$ cat config.mk
export PLATFORM = sky130hd
export DESIGN_NAME = poly_key_tracker_flat
export DESIGN_NICKNAME = d
export VERILOG_FILES = /design/src/rtl/piano_pkg.sv /design/src/rtl/poly_key_tracker_if.sv /design/src/rtl/scan_to_key.sv /design/src/rtl/poly_key_tracker.sv /design/src/flat_wrapper.sv
export SDC_FILE = /design/constraint.sdc
export NUM_CORES = 1
export LEC_CHECK = 0
export CAP_MARGIN = 10
export CELL_PAD_IN_SITES_DETAIL_PLACEMENT = 0
export CELL_PAD_IN_SITES_GLOBAL_PLACEMENT = 2
export CORE_ASPECT_RATIO = 0.9
export CORE_MARGIN = 4
export CORE_UTILIZATION = 39
export DETAILED_ROUTE_END_ITERATION = 8
export MAX_ROUTING_LAYER = met4
export PLACE_DENSITY_LB_ADDON = 0.1
export SETUP_SLACK_MARGIN = 0.3
export SYNTH_ARGS = -nofsm -noshare
export SYNTH_HDL_FRONTEND = slang
export SYNTH_HIERARCHICAL = 1
export SYNTH_SLANG_ARGS = --single-unit
$ cat constraint.sdc
create_clock -name CLOCK_50 -period 3.5 [get_ports CLOCK_50]
set_input_delay 0.35 -clock CLOCK_50 [delete_from_list [all_inputs] [get_ports CLOCK_50]]
set_output_delay 0.35 -clock CLOCK_50 [all_outputs]
set_load 0.02 [all_outputs]
$ cat src/rtl/piano_pkg.sv
// Shared constants for the piano keyboard front-end: PS/2 prefixes,
// the scan codes of the playable keys and the prefix-tracking FSM states.
package piano_pkg;
  localparam int KEY_W = 5;

  localparam logic [7:0] PS2_BREAK = 8'hF0;
  localparam logic [7:0] PS2_EXT   = 8'hE0;

  localparam logic [7:0] SC_Q     = 8'h15;
  localparam logic [7:0] SC_TWO   = 8'h1E;
  localparam logic [7:0] SC_W     = 8'h1D;
  localparam logic [7:0] SC_THREE = 8'h26;
  localparam logic [7:0] SC_E     = 8'h24;
  localparam logic [7:0] SC_FOUR  = 8'h25;
  localparam logic [7:0] SC_R     = 8'h2D;
  localparam logic [7:0] SC_FIVE  = 8'h2E;
  localparam logic [7:0] SC_T     = 8'h2C;
  localparam logic [7:0] SC_SIX   = 8'h36;
  localparam logic [7:0] SC_Y     = 8'h35;
  localparam logic [7:0] SC_SEVEN = 8'h3D;
  localparam logic [7:0] SC_U     = 8'h3C;
  localparam logic [7:0] SC_EIGHT = 8'h3E;
  localparam logic [7:0] SC_I     = 8'h43;
  localparam logic [7:0] SC_A     = 8'h1C;
  localparam logic [7:0] SC_S     = 8'h1B;
  localparam logic [7:0] SC_D     = 8'h23;
  localparam logic [7:0] SC_F     = 8'h2B;
  localparam logic [7:0] SC_G     = 8'h34;
  localparam logic [7:0] SC_H     = 8'h33;
  localparam logic [7:0] SC_O     = 8'h44;

  typedef enum logic [1:0] {
    ST_IDLE    = 2'd0,
    ST_BRK     = 2'd1,
    ST_EXT     = 2'd2,
    ST_EXT_BRK = 2'd3
  } kbd_state_e;
endpackage

$ cat src/rtl/poly_key_tracker_if.sv
// Byte stream in from the PS/2 controller, per-voice key state out to the voice bank.
interface poly_key_tracker_if #(
  parameter int NUM_VOICES = 4,
  parameter int CODE_W     = 5
);
  logic [7:0]                   byte_in;
  logic                         byte_en;
  logic                         clear_all;
  logic [NUM_VOICES*CODE_W-1:0] voice_key;
  logic [NUM_VOICES-1:0]        voice_active;
  logic [CODE_W-1:0]            last_key;
  logic                         key_event;
  logic                         steal;

  modport master (
    output byte_in, byte_en, clear_all,
    input  voice_key, voice_active, last_key, key_event, steal
  );

  modport slave (
    input  byte_in, byte_en, clear_all,
    output voice_key, voice_active, last_key, key_event, steal
  );
endinterface

$ cat src/rtl/scan_to_key.sv
// Scan code to piano key index; unmapped codes give 0 ("no key").
module scan_to_key
  import piano_pkg::*;
(
  input  logic [7:0]       scan,
  output logic [KEY_W-1:0] key
);
  always_comb begin
    key = '0;
    unique case (scan)
      SC_Q:     key = 5'd1;
      SC_TWO:   key = 5'd2;
      SC_W:     key = 5'd3;
      SC_THREE: key = 5'd4;
      SC_E:     key = 5'd5;
      SC_FOUR:  key = 5'd6;
      SC_R:     key = 5'd7;
      SC_FIVE:  key = 5'd8;
      SC_T:     key = 5'd9;
      SC_SIX:   key = 5'd10;
      SC_Y:     key = 5'd11;
      SC_SEVEN: key = 5'd12;
      SC_U:     key = 5'd13;
      SC_EIGHT: key = 5'd14;
      SC_I:     key = 5'd15;
      SC_A:     key = 5'd16;
      SC_S:     key = 5'd17;
      SC_D:     key = 5'd18;
      SC_F:     key = 5'd19;
      SC_G:     key = 5'd20;
      SC_H:     key = 5'd21;
      SC_O:     key = 5'd22;
      default:  key = '0;
    endcase
  end
endmodule

$ cat src/rtl/poly_key_tracker.sv
// Polyphonic PS/2 key tracker: decodes make/break/extended sequences and
// keeps up to NUM_VOICES held keys in slots, stealing round-robin when full.
module poly_key_tracker
  import piano_pkg::*;
#(
  parameter int NUM_VOICES  = 4,
  parameter int CODE_W      = 5,
  parameter int TIMEOUT_CYC = 2500000
) (
  input  logic              CLOCK_50,
  input  logic              resetn,
  poly_key_tracker_if.slave bus
);
  localparam int PTR_W = (NUM_VOICES > 1) ? $clog2(NUM_VOICES) : 1;
  localparam int CNT_W = $clog2(TIMEOUT_CYC + 1);
  localparam logic [CNT_W-1:0] CNT_LAST = CNT_W'(TIMEOUT_CYC - 1);
  localparam logic [PTR_W-1:0] PTR_LAST = PTR_W'(NUM_VOICES - 1);

  logic [NUM_VOICES-1:0][CODE_W-1:0] slot_key_q, slot_key_d;
  logic [NUM_VOICES-1:0]             slot_act_q, slot_act_d;
  logic [CODE_W-1:0]                 last_key_q, last_key_d;
  logic                              key_event_q, key_event_d;
  logic                              steal_q, steal_d;
  kbd_state_e                        state_q, state_d;
  logic [CNT_W-1:0]                  cnt_q, cnt_d;
  logic [PTR_W-1:0]                  steal_ptr_q, steal_ptr_d;

  logic [KEY_W-1:0]      map_key;
  logic [CODE_W-1:0]     key;
  logic [NUM_VOICES-1:0] hit;
  logic                  free_any;
  logic [PTR_W-1:0]      free_idx, hit_idx;

  scan_to_key u_scan_to_key (
    .scan (bus.byte_in),
    .key  (map_key)
  );

  assign key = CODE_W'(map_key);

  for (genvar s = 0; s < NUM_VOICES; s++) begin : g_hit
    assign hit[s] = slot_act_q[s] && (slot_key_q[s] == key);
  end

  // Descending scans leave the lowest matching index in the result.
  always_comb begin
    free_any = 1'b0;
    free_idx = '0;
    hit_idx  = '0;
    for (int s = NUM_VOICES - 1; s >= 0; s--) begin
      if (!slot_act_q[s]) begin
        free_any = 1'b1;
        free_idx = PTR_W'(s);
      end
      if (hit[s]) hit_idx = PTR_W'(s);
    end
  end

  always_comb begin
    slot_key_d  = slot_key_q;
    slot_act_d  = slot_act_q;
    last_key_d  = last_key_q;
    key_event_d = 1'b0;
    steal_d     = 1'b0;
    state_d     = state_q;
    cnt_d       = cnt_q;
    steal_ptr_d = steal_ptr_q;

    // A dangling prefix is abandoned after a long idle gap.
    if (state_q != ST_IDLE) begin
      if (cnt_q == CNT_LAST) begin
        cnt_d   = '0;
        state_d = ST_IDLE;
      end else begin
        cnt_d = cnt_q + 1'b1;
      end
    end

    if (bus.byte_en) begin
      cnt_d = '0;
      unique case (state_q)
        ST_IDLE: begin
          state_d = ST_IDLE;
          if (bus.byte_in == PS2_BREAK) begin
            state_d = ST_BRK;
          end else if (bus.byte_in == PS2_EXT) begin
            state_d = ST_EXT;
          end else if (key != '0 && hit == '0) begin
            if (free_any) begin
              slot_key_d[free_idx] = key;
              slot_act_d[free_idx] = 1'b1;
            end else begin
              slot_key_d[steal_ptr_q] = key;
              steal_d     = 1'b1;
              steal_ptr_d = (steal_ptr_q == PTR_LAST) ? '0 : steal_ptr_q + 1'b1;
            end
            last_key_d  = key;
            key_event_d = 1'b1;
          end
        end
        ST_BRK: begin
          state_d = ST_IDLE;
          if (key != '0 && hit != '0) begin
            slot_key_d[hit_idx] = '0;
            slot_act_d[hit_idx] = 1'b0;
            key_event_d         = 1'b1;
            if (last_key_q == key) last_key_d = '0;
          end
        end
        ST_EXT:     state_d = (bus.byte_in == PS2_BREAK) ? ST_EXT_BRK : ST_IDLE;
        ST_EXT_BRK: state_d = ST_IDLE;
        default:    state_d = ST_IDLE;
      endcase
    end

    // Panic release wins over any coincident byte.
    if (bus.clear_all) begin
      slot_key_d  = '0;
      slot_act_d  = '0;
      last_key_d  = '0;
      key_event_d = |slot_act_q;
      steal_d     = 1'b0;
      state_d     = ST_IDLE;
      cnt_d       = '0;
      steal_ptr_d = steal_ptr_q;
    end
  end

  always_ff @(posedge CLOCK_50 or negedge resetn) begin
    if (!resetn) begin
      slot_key_q  <= '0;
      slot_act_q  <= '0;
      last_key_q  <= '0;
      key_event_q <= 1'b0;
      steal_q     <= 1'b0;
      state_q     <= ST_IDLE;
      cnt_q       <= '0;
      steal_ptr_q <= '0;
    end else begin
      slot_key_q  <= slot_key_d;
      slot_act_q  <= slot_act_d;
      last_key_q  <= last_key_d;
      key_event_q <= key_event_d;
      steal_q     <= steal_d;
      state_q     <= state_d;
      cnt_q       <= cnt_d;
      steal_ptr_q <= steal_ptr_d;
    end
  end

  assign bus.voice_key    = slot_key_q;
  assign bus.voice_active = slot_act_q;
  assign bus.last_key     = last_key_q;
  assign bus.key_event    = key_event_q;
  assign bus.steal        = steal_q;
endmodule

$ cat src/flat_wrapper.sv
// flat-port wrapper written by rule: the top's interface ports become plain ports
module poly_key_tracker_flat import piano_pkg::*;
#(
  parameter int NUM_VOICES  = 4,
  parameter int CODE_W      = 5,
  parameter int TIMEOUT_CYC = 2500000
)
  (CLOCK_50, resetn, bus_byte_in, bus_byte_en, bus_clear_all, bus_voice_key, bus_voice_active, bus_last_key, bus_key_event, bus_steal);
  poly_key_tracker_if #(.NUM_VOICES(NUM_VOICES), .CODE_W(CODE_W)) bus_i ();
  input  logic CLOCK_50;
  input  logic resetn;
  input wire logic [$bits(bus_i.byte_in)-1:0] bus_byte_in;
  input wire logic [$bits(bus_i.byte_en)-1:0] bus_byte_en;
  input wire logic [$bits(bus_i.clear_all)-1:0] bus_clear_all;
  output wire logic [$bits(bus_i.voice_key)-1:0] bus_voice_key;
  output wire logic [$bits(bus_i.voice_active)-1:0] bus_voice_active;
  output wire logic [$bits(bus_i.last_key)-1:0] bus_last_key;
  output wire logic [$bits(bus_i.key_event)-1:0] bus_key_event;
  output wire logic [$bits(bus_i.steal)-1:0] bus_steal;
  assign bus_i.byte_in = bus_byte_in;
  assign bus_i.byte_en = bus_byte_en;
  assign bus_i.clear_all = bus_clear_all;
  assign bus_voice_key = bus_i.voice_key;
  assign bus_voice_active = bus_i.voice_active;
  assign bus_last_key = bus_i.last_key;
  assign bus_key_event = bus_i.key_event;
  assign bus_steal = bus_i.steal;
  poly_key_tracker #(.NUM_VOICES(NUM_VOICES), .CODE_W(CODE_W), .TIMEOUT_CYC(TIMEOUT_CYC)) u_core (.CLOCK_50(CLOCK_50), .resetn(resetn), .bus(bus_i));
endmodule
# Word-level counts from Yosys, hierarchy flattened
# Index checks and enable logic that the tools add are counted.
[totals]
register_bits = 57
inputBits = 12
output_inout_bits = 31
word_cells = 169
[classes]
n_addsub = 2
magnitude_cmp = 6
n_eq_ne = 40
muxes = 76
n_bitwise = 9
n_reduce_logical = 25
[ops]
columns = ["operator", "n"]
rows = [
  ["2-to-1 mux 20 bit", 7],
  ["equality test 8 x 6 -> 1 bit, second input constant", 15],
  ["one-hot mux 5 bit (22 select lines)", 1],
  ["2-to-1 mux 22 bit", 4],
  ["2-to-1 mux 5 bit", 10],
  ["bitwise mux 20 bit", 2],
  ["equality test 8 x 5 -> 1 bit, second input constant", 5],
  ["one-hot mux 20 bit (2 select lines)", 1],
  ["2-to-1 mux 2 bit", 16],
  ["demux 5 bit (select 2 bit)", 3],
  ["2-to-1 mux 4 bit", 7],
  ["equality test 5 bit", 5],
  ["adder 22 x 1 -> 22 bit, second input constant", 1],
  ["equality test 22 bit, second input constant", 1],
  ["AND reduction 7 bit", 3],
  ["bitwise AND 20 bit", 1],
  ["NOT 20 bit", 1],
  ["2-to-1 mux 1 bit", 19],
  ["equality test 8 x 7 -> 1 bit, second input constant", 2],
  ["equality test 8 bit, second input constant", 2],
  ["inequality test 3 x 2 -> 1 bit, second input constant", 4],
  ["one-hot mux 5 bit (2 select lines)", 1],
  ["logical AND 1 bit", 9],
  ["< comparator 2 x 3 -> 1 bit, second input constant", 3],
  ["other kinds (23)", 35],
]

# Depth between registers and ports, before layout
# Gate-level depths: netlist of run 1.
[logic_depth]
word_depth = 18
mapped_depth = 16
mapped_depth_nobuf = 10

# Modules after synthesis
# Netlist of run 1, hierarchy kept.
[by_module_without_submodules]
columns = ["mod", "instances", "cells_per_inst", "area_each_um2", "seq_area_each_um2"]
rows = [
  ["poly_key_tracker", 1, 360, 3548.4, 1426.4],
  ["scan_to_key", 1, 58, 372.9, 0.0],
]

# Least setup slack after synthesis of run 1
# OpenSTA, ideal clock, no wires.
[synth_timing]
kind = "input port to flip-flop"
from = "input bus_byte_in[4]"
to = "register u_core.slot_key_q (netlist bit u_core/bus.voice_key[12])"
setup_ns = 0.122
t_arrival_ns = 3.216
required_ns = 3.378
path_slack_ns = 0.162
cell_stages = 14
path_buffers = 4
cell_sequence = "buf_6 -> or4b_4 -> a2111oi_2 -> a31oi_1 -> o2111ai_1 -> buf_4 -> xor2_1 -> nor4_1 -> and3_1 -> buf_4 -> o31a_4 -> buf_6 -> a211o_1 -> a32o_1"
[synth_via]
elab_chain_len = 18
word_cells_on_any_way = 64
classes_between = "order compare (2); eq/ne (32); mux (17); bitwise (2); reduce/logical (11)"
[synth_lines]
columns = ["item", "line_no", "text"]
rows = [
  ["start: declaration", "flat_wrapper.sv:12", "input wire logic [$bits(bus_i.byte_in)-1:0] bus_byte_in;"],
  ["equality test 8 x 7 -> 1 bit, or another cell as far along", "scan_to_key.sv:10", "unique case (scan)"],
  ["one-hot mux 5 bit (22 select lines) *", "scan_to_key.sv:10", ""],
  ["via u_core.key[1]", "poly_key_tracker.sv:29", "logic [CODE_W-1:0] key;"],
  ["equality test 5 bit", "poly_key_tracker.sv:42", "assign hit[s] = slot_act_q[s] && (slot_key_q[s] == key);"],
  ["logical AND 1 bit", "poly_key_tracker.sv:42", ""],
  ["2-to-1 mux 2 bit (4 in a row)", "poly_key_tracker.sv:55", "if (hit[s]) hit_idx = PTR_W'(s);"],
  ["< comparator 2 x 3 -> 1 bit (implied by the code) / greater-or-equal comparator 2 x 1 -> 1 bit (equally long branches)", "poly_key_tracker.sv:104", "slot_key_d[hit_idx] = '0;"],
  ["logical AND 1 bit (implied by the code)", "poly_key_tracker.sv:104", ""],
  ["2-to-1 mux 5 bit (implied by the code)", "poly_key_tracker.sv:104", ""],
  ["demux 5 bit (select 2 bit)", "-", ""],
  ["NOT 20 bit (no line)", "-", ""],
  ["bitwise AND 20 bit (no line)", "-", ""],
  ["2-to-1 mux 20 bit", "poly_key_tracker.sv:103", "if (key != '0 && hit != '0) begin"],
  ["one-hot mux 20 bit (2 select lines)", "poly_key_tracker.sv:81", "unique case (state_q)"],
  ["2-to-1 mux 20 bit", "poly_key_tracker.sv:79", "if (bus.byte_en) begin"],
  ["2-to-1 mux 20 bit", "poly_key_tracker.sv:117", "if (bus.clear_all) begin"],
  ["end signal: assignment", "poly_key_tracker.sv:140", "slot_key_q <= slot_key_d;"],
  ["end: declaration", "poly_key_tracker.sv:19", "logic [NUM_VOICES-1:0][CODE_W-1:0] slot_key_q, slot_key_d;"],
]
# Mark *: on every way through the listed nets, which the timed path passes. The rest lies on a longest branch. The select of a mux whose other input is x is not followed.
# A chain may end at the register's enable or synchronous reset.

# Worst setup path in the final report of run 1
[layout_timing]
from = "input bus_byte_in[3]"
to = "register u_core.slot_act_q[0], in the netlist u_core/bus.voice_active[0]"
[layout_via]
elab_chain_len = 18
word_cells_on_any_way = 58
classes_between = "order compare (2); eq/ne (32); mux (11); bitwise (2); reduce/logical (11)"
[layout_lines]
columns = ["item", "line_no", "text"]
rows = [
  ["equality test 8 x 7 -> 1 bit, or another cell as far along", "scan_to_key.sv:10", ""],
  ["one-hot mux 5 bit (22 select lines) *", "scan_to_key.sv:10", ""],
  ["via u_core.key[1]", "poly_key_tracker.sv:29", ""],
  ["equality test 5 bit", "poly_key_tracker.sv:42", ""],
  ["logical AND 1 bit", "poly_key_tracker.sv:42", ""],
  ["2-to-1 mux 2 bit (4 in a row)", "poly_key_tracker.sv:55", ""],
  ["< comparator 2 x 3 -> 1 bit (implied by the code) / greater-or-equal comparator 2 x 1 -> 1 bit (equally long branches)", "poly_key_tracker.sv:105", "slot_act_d[hit_idx] = 1'b0;"],
  ["logical AND 1 bit (implied by the code)", "poly_key_tracker.sv:105", ""],
  ["2-to-1 mux 1 bit (implied by the code)", "poly_key_tracker.sv:105", ""],
  ["demux 1 bit (select 2 bit)", "-", ""],
  ["NOT 4 bit (no line)", "-", ""],
  ["bitwise AND 4 bit (no line)", "-", ""],
  ["2-to-1 mux 4 bit", "poly_key_tracker.sv:103", ""],
  ["one-hot mux 4 bit (2 select lines)", "poly_key_tracker.sv:81", ""],
  ["2-to-1 mux 4 bit", "poly_key_tracker.sv:79", ""],
  ["2-to-1 mux 4 bit", "poly_key_tracker.sv:117", ""],
  ["end signal: assignment", "poly_key_tracker.sv:141", "slot_act_q <= slot_act_d;"],
  ["end: declaration", "poly_key_tracker.sv:20", "logic [NUM_VOICES-1:0] slot_act_q, slot_act_d;"],
]
# Marks and branches as above.

==> impl_results.md, run 1 <==
- Slew HR: 45.37%
- Multi-input logic area: 2485 µm²
- Largest cells by area after synthesis: dfrtp_1, xor2_1, nand2_1, a32o_1, xnor2_1
- Clock root buffer: clkbuf_8
- Commonest cells in the netlist: dfrtp_1, nand2_1, nor2_1
- Placement Setup Slack: -0.4619 ns
- Min Tclk post-route: 3.186 ns
- Max-cap violation count: 0
- Die ar.: 11,720 µm²
- Worst Path Max Fanout: 6
- Clock-pin slew on the worst setup and hold paths: 0.07 ns
- Grt ovf: 0
- Cell internal pwr: 1658 µW
- Ys flop type: dfrtp_1
- Vias: 3,883
- Initial antenna violation count: 0
- Core ar.: 9742 µm²
- Die width: 113.7 µm
- Gpl congestion: 0.9457
- CTS tree: built
- Clk buf depth: 2
- Asr flop ratio synth: 100.0%
- Clock power share: 25.2%
- Post-route design area: 5465 µm²
- Final hold violations: 8
- PD cells: 476.4 nW/µm²
- Syn avg cell area: 9.381 µm²
- RSZ-0062 raised after global routing: true
- Clock sinks: 57
- IO Port Bufs: 42
- Synthesis-to-layout area growth: 39.37%
- Antenna Cells: 0
- Layout Nets: 548
- Area leader, netlist: dfrtp_1
- Vias in the first global route: 3,785
- Synth cell types: 76
- Final setup viols: 0
- Fmax: 313.9 MHz
- Post-Syn Area: 3921 µm²
- Synth Register Bits: 57
- Via density: 5.866
- Initial Utilization: 40.25%
- Chip Height: 103.1 µm
- Tot Pwr: 2604 µW
- # rows: 34
- Syn_nets: 435
- Max H-tree Level: 3
- Hold_ws: -0.008139 ns
- EDFF count, synth: 0
- DRT Pass-1 Iters: 7
- Mapped Cells: 418
- Outcome: finished with violations
- GRT Util Overall: 22.25%
- Dpl hpwl: 8992 µm
- Post-DRT Antenna Nets: 0
- Ratio of cells with drive above 1 in the final layout: 28.92%
- Final setup skew: 0.009014 ns
- Pins Over Slew Limit: 0
- Slew @ Worst Pin: 0.8132 ns
- Total CTS buffers: 9
- Fin cells: 662
- Most common cell in the netlist: dfrtp_1
- Logic pwr share: 44.1%
- Worst setup SP type: primary input
- Critical Path Sink Type: register
- Slack of the critical path: 0.3143 ns
- Critical path class: primary input to register
- Reg power frac: 30.8%
- Sequential area share after synthesis: 36.38%
- Total Wirelength: 12,360 µm
- Net Sw Frac: 36.33%
- Cell Area, Placed: 4841 µm²
- I/O pin cnt: 43
- Switching Power: 945.8 µW
- Worst-Skew Late Latency: 0.35 ns
- First-pass GRT wire length: 19,730 µm
- Largest net degree at the start of global routing: 35
- Worst ir drop on vdd: 303.6 µV
- Register Area: 1426 µm²
- Critical path required time: 3.72 ns
- Fin crit share: 91.02%
- Drt drc: 0
- Pleak: 0.002361 µW
- Fill cells: 876
- Synth warn: 6
- Cell count after placement: 626
- Starting DRT DRC Count: 249
- Worst Path Arrival: 3.41 ns
- Violated checks: negative hold slack
- Min-delay worst type: primary input to async pin
- Drt wl/cell: 18.67 µm
- Top-area cell type share of the netlist area: 36.38%
## power groups by stage
stage	registers (µW)	logic [µW]	clock network, µW
after floorplan	818	539	0
after global placement	803	912	0
after detailed placement	804	914	0
after CTS	800	1080	668
after global routing	814	1200	694
final	801	1150	656
## final cells by class
| class | count | area share [%] |
|---|---|---|
| clock buffer | 14 | 3.159 |
| clock inverter | 2 | 0.6410 |
| inverter | 14 | 0.9615 |
| tap | 126 | 2.885 |
| sequential | 57 | 26.10 |
| multi-input combinational | 320 | 45.47 |
| timing repair buffer | 129 | 20.79 |
## what timing repair did
action	CTS	global route
cloned	0	1
resized for setup	59	15
buffers inserted	15	4
hold buffers	0	0
setup endpoints to repair	32	32
pin swaps	20	16
## critical path: stages
cell       delay [ns]
buf_8            0.10
or4b_4           0.55
a2111oi_4        0.32
a31oi_1          0.07
o2111ai_1        0.22
buf_4            0.19
buf_12           0.13
xnor2_4          0.06
and2_4           0.18
o2bb2ai_4        0.16
buf_6            0.15
o31ai_4          0.40
nand2_4          0.13
a2111o_1         0.39
## worst paths after layout
check,slack [ns],to,start,cells past startpoint
worst max-delay path,0.31,u_core/bus.voice_active[0],bus_byte_in[3],14
worst min-delay path,-0.008,u_core/bus.voice_key[2],resetn,1
worst max register to register,1.19,u_core/cnt_q[6],u_core/cnt_q[15],5
worst min register to register,0.51,u_core/cnt_q[3],u_core/cnt_q[3],1
max in group asynchronous,2.62,u_core/cnt_q[14],resetn,2
min in group CLOCK_50,0.47,u_core/state_q[0],bus_byte_in[3],5
## layout by cell type, fill, tap and decap left out, types with 3 or more instances in the layout
cell type,instances
buf_4,74
dfrtp_1,57
nand2_1,39
clkdlybuf4s50_1,33
nor2_1,29
xor2_1,22
o21ai_0,19
nand3_1,17
inv_1,14
clkbuf_8,12
a32o_1,12
xnor2_1,11
nand4_1,10
o31ai_1,10
and3_1,9
a21oi_1,9
buf_6,9
nor4_2,5
nor2b_1,5
mux2_4,5
ha_1,5
buf_2,4
xor2_2,4
nor3_1,4
o21ai_1,4
a31oi_1,4
o311ai_1,4
o22a_1,4
dlygate4sd2_1,3
nor4_4,3
nand4b_1,3
nor4_1,3
o22ai_1,3
or4_1,3
buf_12,3
nand2b_1,3
nand3b_1,3
## stage by stage
step	setup TNS (ns)	hold slack, ns	util [%]
floorplan	0	0.05441	-
global placement	-10.68	0.3547	49.69
detailed placement	-11.90	0.3740	49.69
CTS	0	0.005458	55.01
global route	0	0.04756	56.10
finish	0	-0.008139	56.10
## kinds of logic (layout without fill, tap and decap cells)
family                   after synthesis  count (layout)  synth area share, %
AO/OA/AOI/OAI                        104             104                20.90
XOR/XNOR                              39              39                8.711
adder cells (fa/ha/maj)                5               5                1.595
buffers and inverters                 41             159                5.647
flip-flops                            57              57                36.38
multiplexers                           9               9                2.553
AND/OR/NAND/NOR                      163             163                24.22
## sequential cells by signal (all words and copies together) (netlist names)
name                     cells
u_core/bus.last_key          5
u_core/bus.key_event         1
u_core/bus.steal             1
u_core/bus.voice_key        20
u_core/steal_ptr_q           2
u_core/cnt_q                22
u_core/state_q               2
u_core/bus.voice_active      4
## layer usage
| layer | vias up | global-route usage (%) | part of all wire, % |
|---|---|---|---|
| met5 | - | - | 0 |
| met4 | 0 | 11.18 | 3.5 |
| met3 | 37 | 4.225 | 5.6 |
| met2 | 151 | 35.36 | 47 |
| met1 | 1911 | 27.23 | 43 |
| li1 | 1784 | - | - |
No activity file was read; power rests on OpenSTA's default activity.
==> run 2: changes to the inputs <==
SLEW_MARGIN = 20   (was unset)
==> results of run 2 <==
Final layout, timing and power as in run 1 (identical DEF).
